===== config.mk =====
export PLATFORM = sky130hd
export DESIGN_NAME = title_stream_packer_flat
export DESIGN_NICKNAME = d
export VERILOG_FILES = /design/src/rtl/title_pkg.sv /design/src/rtl/title_stream_packer_if.sv /design/src/rtl/title_skid_fifo.sv /design/src/rtl/title_stream_packer.sv /design/src/flat_wrapper.sv
export SDC_FILE = /design/constraint.sdc
export NUM_CORES = 1
export LEC_CHECK = 0
export BUFFER_PORTS_ARGS = -buffer_cell sky130_fd_sc_hd__buf_2
export CAP_MARGIN = 25
export CORE_MARGIN = 2
export CORE_UTILIZATION = 51
export DETAILED_ROUTE_END_ITERATION = 10
export PLACE_DENSITY = 0.71
export SLEW_MARGIN = 20
export SYNTH_ARGS = -nofsm -noshare
export SYNTH_HDL_FRONTEND = slang
export SYNTH_SLANG_ARGS = --single-unit

===== constraint.sdc =====
create_clock -name clk -period 5.77 [get_ports clk]
set_clock_uncertainty 0.15 [all_clocks]
set_input_delay 1.154 -clock clk [delete_from_list [all_inputs] [get_ports clk]]
set_output_delay 1.154 -clock clk [all_outputs]
set_load 0.01 [all_outputs]

===== src/rtl/title_pkg.sv =====
// title_pkg: types and constants shared by the title stream packer files.
//   pixel_t      16-bit RGB565 pixel
//   word_t       32-bit packed output word
//   keep_t       4-bit byte-lane enable
//   KEEP_FULL    both pixels of the word are valid
//   KEEP_LOW     only the low pixel is valid (odd-length frame tail)
//   pack_state_t LOW = waiting for first pixel of a pair, HIGH = low half held
//   beat_t       one output FIFO entry {data, keep, last}
package title_pkg;

    typedef logic [15:0] pixel_t;
    typedef logic [31:0] word_t;
    typedef logic [3:0]  keep_t;

    localparam keep_t KEEP_FULL = 4'b1111;
    localparam keep_t KEEP_LOW  = 4'b0011;

    typedef enum logic {
        LOW  = 1'b0,
        HIGH = 1'b1
    } pack_state_t;

    typedef struct packed {
        word_t data;
        keep_t keep;
        logic  last;
    } beat_t;

endpackage


===== src/rtl/title_stream_packer_if.sv =====
// title_stream_packer_if: both AXI-Stream links of the packer in one bundle.
//   axis_s_*  16-bit pixel stream from the title core into the packer
//   axim_s_*  32-bit word stream from the packer to the S2MM DMA
// Handshake: a beat transfers on a rising clk edge where valid and ready are
// both high; a source holding valid keeps data/keep/last stable until then.
// Modports:
//   master  environment view: drives pixels in, consumes words out
//   slave   packer view: consumes pixels, drives words
interface title_stream_packer_if;
    import title_pkg::*;

    pixel_t axis_s_data_in;
    logic   axis_s_valid;
    logic   axis_s_ready;
    logic   axis_s_last;

    word_t  axim_s_data;
    keep_t  axim_s_keep;
    logic   axim_s_valid;
    logic   axim_s_ready;
    logic   axim_s_last;

    modport master (
        output axis_s_data_in, axis_s_valid, axis_s_last,
        input  axis_s_ready,
        input  axim_s_data, axim_s_keep, axim_s_valid, axim_s_last,
        output axim_s_ready
    );

    modport slave (
        input  axis_s_data_in, axis_s_valid, axis_s_last,
        output axis_s_ready,
        output axim_s_data, axim_s_keep, axim_s_valid, axim_s_last,
        input  axim_s_ready
    );

endinterface


===== src/rtl/title_skid_fifo.sv =====
// title_skid_fifo: 2-entry FIFO of output beats.
//   clk, rst_n  clock, asynchronous active-low reset
//   push        write push_beat (taken when not full, or full and popping)
//   push_beat   beat to store
//   pop         drop the head beat (ignored when empty)
//   head        oldest beat; all zero when empty
//   count       number of stored beats (0..2)
module title_skid_fifo
    import title_pkg::*;
(
    input  logic       clk,
    input  logic       rst_n,
    input  logic       push,
    input  beat_t      push_beat,
    input  logic       pop,
    output beat_t      head,
    output logic [1:0] count
);

    beat_t      slot0;
    beat_t      slot1;
    logic [1:0] cnt;
    logic       do_push;
    logic       do_pop;

    assign do_pop  = pop && (cnt != 2'd0);
    assign do_push = push && ((cnt != 2'd2) || do_pop);

    always_ff @(posedge clk or negedge rst_n) begin
        if (!rst_n) begin
            slot0 <= '0;
            slot1 <= '0;
            cnt   <= 2'd0;
        end else begin
            case ({do_push, do_pop})
                2'b10: begin
                    if (cnt == 2'd0) slot0 <= push_beat;
                    else             slot1 <= push_beat;
                    cnt <= cnt + 2'd1;
                end
                2'b01: begin
                    // Emptied slots go back to zero so an idle output reads 0.
                    slot0 <= slot1;
                    slot1 <= '0;
                    cnt   <= cnt - 2'd1;
                end
                2'b11: begin
                    if (cnt == 2'd1) begin
                        slot0 <= push_beat;
                    end else begin
                        slot0 <= slot1;
                        slot1 <= push_beat;
                    end
                end
                default: ;
            endcase
        end
    end

    assign head  = slot0;
    assign count = cnt;

endmodule


===== src/rtl/title_stream_packer.sv =====
// title_stream_packer: packs pairs of 16-bit RGB565 pixels into 32-bit
// AXI-Stream words, keeping frame boundaries and flagging odd tails with a
// low-pixel keep mask. Counts completed frames and pulses frame_done.
//   clk              clock, rising edge
//   s00_axi_aresetn  asynchronous active-low reset
//   bus              slave modport: axis_s_* pixel input, axim_s_* word output
//   frame_done       one-cycle pulse the cycle after a last word handshakes
//   frame_count      completed frames since reset (wraps)
//   len_err          sticky frame-length error
//   len_err_clr      synchronous clear of len_err
//   pack_state       current pack FSM state (debug observation)
// Optional build macro TITLE_PACKER_LEN_CHECK_EN enables the frame-length
// check against FRAME_PIXELS; without it len_err is tied 0.
module title_stream_packer
    import title_pkg::*;
#(
    parameter int FRAME_PIXELS = 307200,
    parameter int CNT_W        = 16
) (
    input  logic                 clk,
    input  logic                 s00_axi_aresetn,
    title_stream_packer_if.slave bus,
    output logic                 frame_done,
    output logic [CNT_W-1:0]     frame_count,
    output logic                 len_err,
    input  logic                 len_err_clr,
    output pack_state_t          pack_state
);

    pack_state_t state;
    pack_state_t state_next;
    pixel_t      pack_low;
    logic        ready_en;
    logic [1:0]  fifo_count;
    beat_t       head;
    beat_t       push_beat;
    logic        push;
    logic        load_low;
    logic        accept;
    logic        pop;

    // ready_en keeps the input closed during reset and opens it on the first
    // edge after release; afterwards only the registered FIFO fill matters.
    assign bus.axis_s_ready = ready_en && (fifo_count != 2'd2);
    assign accept           = bus.axis_s_valid && bus.axis_s_ready;
    assign pop              = bus.axim_s_valid && bus.axim_s_ready;

    always_ff @(posedge clk or negedge s00_axi_aresetn) begin
        if (!s00_axi_aresetn) begin
            state <= LOW;
        end else begin
            state <= state_next;
        end
    end

    always_comb begin
        state_next = state;
        if (accept) begin
            case (state)
                LOW:     if (!bus.axis_s_last) state_next = HIGH;
                HIGH:    state_next = LOW;
                default: state_next = LOW;
            endcase
        end
    end

    always_comb begin
        push      = 1'b0;
        load_low  = 1'b0;
        push_beat = '0;
        if (accept) begin
            case (state)
                LOW: begin
                    if (bus.axis_s_last) begin
                        push           = 1'b1;
                        push_beat.data = {16'h0000, bus.axis_s_data_in};
                        push_beat.keep = KEEP_LOW;
                        push_beat.last = 1'b1;
                    end else begin
                        load_low = 1'b1;
                    end
                end
                HIGH: begin
                    push           = 1'b1;
                    push_beat.data = {bus.axis_s_data_in, pack_low};
                    push_beat.keep = KEEP_FULL;
                    push_beat.last = bus.axis_s_last;
                end
                default: ;
            endcase
        end
    end

    always_ff @(posedge clk or negedge s00_axi_aresetn) begin
        if (!s00_axi_aresetn) begin
            pack_low    <= '0;
            ready_en    <= 1'b0;
            frame_done  <= 1'b0;
            frame_count <= '0;
        end else begin
            ready_en   <= 1'b1;
            frame_done <= pop && head.last;
            if (load_low) pack_low <= bus.axis_s_data_in;
            if (pop && head.last) frame_count <= frame_count + CNT_W'(1);
        end
    end

    title_skid_fifo u_fifo (
        .clk       (clk),
        .rst_n     (s00_axi_aresetn),
        .push      (push),
        .push_beat (push_beat),
        .pop       (pop),
        .head      (head),
        .count     (fifo_count)
    );

    assign bus.axim_s_valid = (fifo_count != 2'd0);
    assign bus.axim_s_data  = head.data;
    assign bus.axim_s_keep  = head.keep;
    assign bus.axim_s_last  = head.last;
    assign pack_state       = state;

`ifdef TITLE_PACKER_LEN_CHECK_EN
    logic [31:0] pix_cnt;
    logic        len_hit;

    // pix_cnt holds pixels already accepted in this frame, so pix_cnt + 1 is
    // the index of the pixel being accepted now.
    always_comb begin
        len_hit = 1'b0;
        if (accept) begin
            if (bus.axis_s_last) len_hit = (pix_cnt + 32'd1) != 32'(FRAME_PIXELS);
            else                 len_hit = (pix_cnt + 32'd1) == 32'(FRAME_PIXELS);
        end
    end

    always_ff @(posedge clk or negedge s00_axi_aresetn) begin
        if (!s00_axi_aresetn) begin
            pix_cnt <= '0;
            len_err <= 1'b0;
        end else begin
            if (accept) pix_cnt <= bus.axis_s_last ? 32'd0 : pix_cnt + 32'd1;
            if (len_hit)          len_err <= 1'b1;
            else if (len_err_clr) len_err <= 1'b0;
        end
    end
`else
    logic unused_len_err_clr;
    localparam int unused_frame_pixels = FRAME_PIXELS;
    assign unused_len_err_clr = len_err_clr;
    assign len_err            = 1'b0;
`endif

endmodule


===== src/flat_wrapper.sv =====
// flat-port wrapper written by rule: the top's interface ports become plain ports
module title_stream_packer_flat import title_pkg::*;
#(
    parameter int FRAME_PIXELS = 307200,
    parameter int CNT_W        = 16
)
  (clk, s00_axi_aresetn, frame_done, frame_count, len_err, len_err_clr, pack_state, bus_axis_s_data_in, bus_axis_s_valid, bus_axis_s_last, bus_axis_s_ready, bus_axim_s_data, bus_axim_s_keep, bus_axim_s_valid, bus_axim_s_last, bus_axim_s_ready);
  title_stream_packer_if bus_i ();
  input  logic clk;
  input  logic s00_axi_aresetn;
  output logic frame_done;
  output logic [CNT_W-1:0] frame_count;
  output logic len_err;
  input  logic len_err_clr;
  output pack_state_t pack_state;
  input wire logic [$bits(bus_i.axis_s_data_in)-1:0] bus_axis_s_data_in;
  input wire logic [$bits(bus_i.axis_s_valid)-1:0] bus_axis_s_valid;
  input wire logic [$bits(bus_i.axis_s_last)-1:0] bus_axis_s_last;
  output wire logic [$bits(bus_i.axis_s_ready)-1:0] bus_axis_s_ready;
  output wire logic [$bits(bus_i.axim_s_data)-1:0] bus_axim_s_data;
  output wire logic [$bits(bus_i.axim_s_keep)-1:0] bus_axim_s_keep;
  output wire logic [$bits(bus_i.axim_s_valid)-1:0] bus_axim_s_valid;
  output wire logic [$bits(bus_i.axim_s_last)-1:0] bus_axim_s_last;
  input wire logic [$bits(bus_i.axim_s_ready)-1:0] bus_axim_s_ready;
  assign bus_i.axis_s_data_in = bus_axis_s_data_in;
  assign bus_i.axis_s_valid = bus_axis_s_valid;
  assign bus_i.axis_s_last = bus_axis_s_last;
  assign bus_axis_s_ready = bus_i.axis_s_ready;
  assign bus_axim_s_data = bus_i.axim_s_data;
  assign bus_axim_s_keep = bus_i.axim_s_keep;
  assign bus_axim_s_valid = bus_i.axim_s_valid;
  assign bus_axim_s_last = bus_i.axim_s_last;
  assign bus_i.axim_s_ready = bus_axim_s_ready;
  title_stream_packer #(.FRAME_PIXELS(FRAME_PIXELS), .CNT_W(CNT_W)) u_core (.clk(clk), .s00_axi_aresetn(s00_axi_aresetn), .bus(bus_i), .frame_done(frame_done), .frame_count(frame_count), .len_err(len_err), .len_err_clr(len_err_clr), .pack_state(pack_state));
endmodule

Yosys cells after proc, flatten, opt, wreduce, memory -nomap -nowiden
Cells that the tools add are included.

Logic and storage cells: 54. Output and inout port bits: 58. Input bits: 22. Bits in registers: 111.

$add $sub $neg: 3. Multiplexer cells: 17. Bitwise logic cells: 1. Equality and inequality tests: 8. Reduce and logical (&&, ||, !) cells: 13.

Operators by type and width (count): 37-bit one-hot mux with 3 select lines (2); 37-bit two-way mux (5); 37-bit one-hot mux with 2 select lines (1); 21-bit two-way mux (1); 16-bit by 1-bit adder with 16-bit output (second input constant) (1); 2-bit != test (second input constant) (4); 1-bit logical AND (6); 1-bit two-way mux (5); 2-bit by 1-bit == test with 1-bit output (second input constant) (2); 2-bit == test (second input constant) (2); 1-bit one-hot mux with 2 select lines (2); 2-bit one-hot mux with 2 select lines (1); 2-bit nonzero test (2); 3-bit AND reduction (1); 3-bit nonzero test (1); 2-bit by 1-bit adder with 2-bit output (second input constant) (1); 2-bit zero test (1); 2-bit AND reduction (1); 2-bit by 1-bit subtractor with 2-bit output (second input constant) (1); 1-bit logical OR (1); 1-bit NOT (1).

Logic depth before layout (Yosys ltp)
Depth after elaboration: 8. Depth in mapped cells: 12. Gate-level depth less buffers: 10.

Modules after synthesis
A second synthesis with hierarchy kept.

Cell total of the unflattened synthesis: 548. Area total of the unflattened synthesis: 5521.5 µm².

By module, submodules not included: title_skid_fifo (cells each 392, sequential area each 1901.8 µm², area an instance 3721.1 µm², times used 1); title_stream_packer (cells each 156, sequential area each 875.8 µm², area an instance 1800.5 µm², times used 1).

Least setup slack after synthesis
Ideal clock, no wire load.

Kind: in2reg. Start: input bus_axis_s_valid. End: register u_core.u_fifo.slot1[13] (netlist name). Stages on the path: 9. Path buffers: 2. Data required time: 5.499 ns. Data arrival time: 2.820 ns. Setup slack: 2.679 ns. Library setup time: 0.121 ns. Path through: and3b_1 -> o21ai_0 -> inv_1 -> ha_1 -> nand2_1 -> nand2_1 -> buf_2 -> buf_2 -> a22o_1.

Word-level cells in the longest chain between the ends: 6. Elaborated cells between the ends (all ways): 14. Those cells by class: eq/ne (5); mux (5); reduce/logical (4).

RTL lines: start, declared (RTL line flat_wrapper.sv:17) `input wire logic [$bits(bus_i.axis_s_valid)-1:0] bus_axis_s_valid;`; 1-bit logical AND * (RTL line title_stream_packer.sv:45) `assign accept = bus.axis_s_valid && bus.axis_s_ready;`; 1-bit two-way mux (RTL line title_stream_packer.sv:71) `if (accept) begin`; 1-bit logical AND (RTL line title_skid_fifo.sv:27) `assign do_push = push && ((cnt != 2'd2) || do_pop);`; 2-bit == test or 2-bit by 1-bit == test with 1-bit output (tied branches) (RTL line title_skid_fifo.sv:35) `case ({do_push, do_pop})`; 2-bit != test (no line) or 3-bit nonzero test (tied branches); 3-bit AND reduction (no line); end signal, assigned (RTL line title_skid_fifo.sv:38) `else slot1 <= push_beat;`; end signal, assigned (RTL line title_skid_fifo.sv:52) `slot1 <= push_beat;`; end, declared (RTL line title_skid_fifo.sv:21) `beat_t slot1;`.

Every way passes the cells marked *; elsewhere a longest branch is shown, timed or not. The select of a mux whose other input is x is not followed. A chain may end at the register's enable or synchronous reset.

Worst setup path in the final report
Start: input bus_axis_s_last. End: register u_core.u_fifo.slot1[22] (netlist name).

Word-level cells in the longest chain between the ends: 7. Elaborated cells between the ends (all ways): 12. Those cells by class: eq/ne (5); mux (4); reduce/logical (3).

RTL lines: start, declared (RTL line flat_wrapper.sv:18) `input wire logic [$bits(bus_i.axis_s_last)-1:0] bus_axis_s_last;`; 1-bit two-way mux * (RTL line title_stream_packer.sv:74) `if (bus.axis_s_last) begin`; 1-bit one-hot mux with 2 select lines * (RTL line title_stream_packer.sv:72) `case (state)`; 1-bit two-way mux * (RTL line title_stream_packer.sv:71); 1-bit logical AND * (RTL line title_skid_fifo.sv:27); 2-bit == test or 2-bit by 1-bit == test with 1-bit output (tied branches) (RTL line title_skid_fifo.sv:35); 2-bit != test (no line) or 3-bit nonzero test (tied branches); 3-bit AND reduction (no line).

Every way passes the cells marked *; elsewhere a longest branch is shown, timed or not.

==> run_results.csv <==
group,metric,value,unit
clock_network,cts_buffer_depth,2,
drt,vias,3439,
timing,hold_violations,0,
run_status,status,"finished clean",
pwr,cellLeakagePower,2.62,nW
synth,netlist_instances,406,
synth,synth-compound-area-share,0.197,
critical_path,r2r_cells,8,
timing,setup_viol,0,
timing,relSlewSlack,0.339,
placed_design,place.gp.congestion,0.782,
placed_design,place_area,5180,um2
clock_network,htree_num_levels,3,
final_layout,fin_nets,505,
synth,synth_nets,437,
critical_path,crit_required,5.93,ns
clock_network,clk_pin_slew_worst_paths,0.10,ns
final_layout,postLayoutCoreUtil,0.590,
drt,wire_per_inst,17.6,um
timing,fin_crit,3.75,ns
placed_design,hpwl,6920,um
hold_path,min_path_cells,1,
timing,finalSetupTns,0,ns
hold_path,min_from,"u_core.frame_count[15]$_DFFE_PN0P_",
clock_network,cts_root_buf,"clkbuf_8",
timing,grt_setup_unrepaired,"no",
critical_path,worstPathCellList,"buf_2 -> o21ai_0 -> inv_1 -> ha_1 -> nand2_1 -> nand2_1 -> buf_4 -> nor4_4 -> a22o_1",
timing,timing.final.ws_setup,2.02,ns
global_routing,grt_max_degree,74,
clock_network,clk_latency,0.37,ns
drt,viasPerCell,5.83,
die,initial_core_util,0.519,
pwr,power_density,420,nW/um2
flow_run,cap_violations,0,
timing,worstMarginPinSlew,0.984,ns
synth,yosysUniqueCellTypes,45,
synth,yosys_warnings,0,
drt,ant_nets,0,
synth,synthAdderAreaFrac,0.0237,
critical_path,r2r_start,"u_core.pack_state$_DFFE_PN0N_",
timing,period_share,0.649,
synth,synthMuxAreaShare,0.0526,
placed_design,dp_slack,1.63,ns
clock_network,cts_resized,0,
global_routing,grt_usage,0.209,
die,dieArea,10100,um2
pwr,peakVddDrop,180,uV
timing,fmax,267,MHz
critical_path,cpPeakStageDelay,0.78,ns
die,die_w,101,um
global_routing,grt_overflow_total,0,
synth,synth-simple-area-share,0.0847,
global_routing,first_global_vias,3173,
global_routing,antenna_found_initial,0,
global_routing,grt_pass1_wl,16600,um
die,ioPinCount,80,
synth,synth_top_family_by_area,"compound AO/OA/AOI/OAI gates",
hold_path,hold_path.class,"reg -> reg",
critical_path,crit_arrival,3.90,ns
synth,seq_area_frac_synth,0.563,
synth,synth_area,4750,um2
placed_design,io_buffers,77,
clock_network,cts_buffers,9,
timing,drv_slew,0,
final_layout,fill_cells,746,
final_layout,final_layout_size_suffix_gt1_frac,0.263,
critical_path,path_class,"in -> reg",
critical_path,startpoint_type,"input port",
die,die_y,101,um
synth,syn_avg_cell_area,11.7,um2
die,num_rows,35,
placed_design,numPlacedInstances,574,
clock_network,cts_hold_buffers,0,
clock_network,cts.sinks,107,
drt,drt-initial-drc-count,258,
drt,drtPass1Iterations,4,
drt,drc_errors,0,
synth,ys_ff_latch,107,
final_layout,fin_area,5400,um2
critical_path,cpMaxStageDelayCell,"nor4_4",
critical_path,path_common_cell,"nand2_1",
final_layout,final-instance-count-excl-fill,590,
drt,wl,10400,um
critical_path,cp_max_fo,39,
critical_path,cp-startpoint,"bus_axis_s_last",
clock_network,cts_tree,"built",
final_layout,antenna_cells,0,
clock_network,post-cts-setup-buffers,0,
critical_path,setup.worst_path.end_class,"flip-flop",
synth,synth-xor-area-share,0.0295,
die,coreArea,9150,um2
final_layout,area_delta_synth_final,13.5,%
placed cells by master (no fill, tap or decap), drive strengths merged, types with 2 or more instances in the layout:
master | Yosys | layout
o21ai | 23 | 23
conb | 2 | 2
a221oi | 14 | 14
nand3b | 4 | 4
nand4 | 5 | 5
mux2 | 16 | 16
inv | 22 | 25
xnor2 | 15 | 15
nor2b | 2 | 2
nor3 | 8 | 8
a22oi | 19 | 19
nand2 | 37 | 37
nand3 | 5 | 5
a21oi | 27 | 27
a2bb2oi | 2 | 2
and3 | 2 | 2
a22o | 39 | 39
clkbuf | 3 | 9
buf | 21 | 81
ha | 9 | 9
dfrtp | 107 | 107
a211o | 2 | 2
nor2 | 4 | 4
nand2b | 2 | 2
clkinv | 0 | 2
mux2i | 7 | 7
metal layers:
metal,GRT usage,share of wire,vias to the layer above
li1,-,-,1606
met1,0.315,0.48,1730
met2,0.315,0.46,99
met3,0.0416,0.053,4
met4,0.0474,0.0068,0
met5,0,0,-
registers in the layout (all words and copies together) (netlist names):
| register | flops |
|---|---|
| u_core.frame_done | 1 |
| u_core.frame_count | 16 |
| u_core.ready_en | 1 |
| u_core.u_fifo.slot1 | 35 |
| u_core.pack_state | 1 |
| u_core.u_fifo.count | 2 |
| u_core.pack_low | 16 |
| u_core.u_fifo.head | 35 |
worst max-delay path: cells and delay by family:
kind | cells | cell delay [ns]
fa+ha+maj | 1 | 0.26
buf+inv | 3 | 0.62
simple gates | 3 | 1.02
compound gates | 2 | 0.83
synthesized netlist by cell type, drive strengths merged:
master | instances | area, um2
and4 | 1 | 8.76
a22o | 39 | 342
nand2b | 2 | 20.0
and3 | 2 | 12.5
o21ai | 23 | 115
o31ai | 1 | 7.51
and3b | 1 | 8.76
dfrtp | 107 | 2680
nor2 | 4 | 20.0
nand3 | 5 | 25.0
ha | 9 | 113
nand4b | 1 | 8.76
nor4 | 1 | 21.3
mux2 | 16 | 180
mux2i | 7 | 70.1
inv | 22 | 85.1
a221oi | 14 | 123
a2bb2oi | 2 | 17.5
nand2 | 37 | 141
clkbuf | 3 | 11.3
nor2b | 2 | 12.5
conb | 2 | 7.51
a21o | 1 | 7.51
xnor2 | 15 | 131
a211o | 2 | 17.5
nand4 | 5 | 31.3
o21a | 1 | 7.51
nand3b | 4 | 42.5
buf | 21 | 129
xor2 | 1 | 8.76
nor3 | 8 | 50.1
a211oi | 1 | 20.0
a21oi | 27 | 139
a22oi | 19 | 143
kinds of logic after synthesis:
family          Yosys count
xor+xnor                 16
other cells               2
fa+ha+maj                 9
flops                   107
compound gates          130
mux                      23
buf+inv                  46
simple gates             73
final cells by class:
| type | count | area (um2) | area share |
|---|---|---|---|
| Clock buffer | 9 | 124 | 0.0229 |
| Clock inverter | 7 | 91.3 | 0.0169 |
| Inverter | 22 | 85.1 | 0.0158 |
| Multi-Input combinational cell | 253 | 1860 | 0.345 |
| Sequential cell | 107 | 2680 | 0.496 |
| Tap cell | 111 | 139 | 0.0257 |
| Timing Repair Buffer | 81 | 418 | 0.0774 |
path summary, 6_finish.rpt:
| path | endpoint | slack, ns |
|---|---|---|
| worst max-delay path | u_core.u_fifo.slot1[22]$_DFFE_PN0P_ | 2.02 |
| worst min-delay path | u_core.frame_count[15]$_DFFE_PN0P_ | 0.33 |
| worst max register to register | u_core.u_fifo.slot1[22]$_DFFE_PN0P_ | 2.09 |
| worst min register to register | u_core.frame_count[15]$_DFFE_PN0P_ | 0.33 |
| max in group asynchronous | u_core.u_fifo.head[5]$_DFFE_PN0P_ | 3.74 |
| min in group asynchronous | u_core.u_fifo.count[0]$_DFFE_PN0P_ | 0.77 |
per-stage QoR:
step	hold WS (ns)	total power, mW
3_5_place_dp	0.310	1.80
6_report	0.325	2.27
4_1_cts	0.326	2.28
3_3_place_gp	0.307	1.77
2_1_floorplan	0.299	1.56
5_1_grt	0.353	2.40
power breakdown:
group / switching [mW] / internal, mW
combinational: 0.436 / 0.298
sequential: 0.126 / 0.920
clock: 0.278 / 0.211
total: 0.839 / 1.43
(Power assumes the default switching activity.)
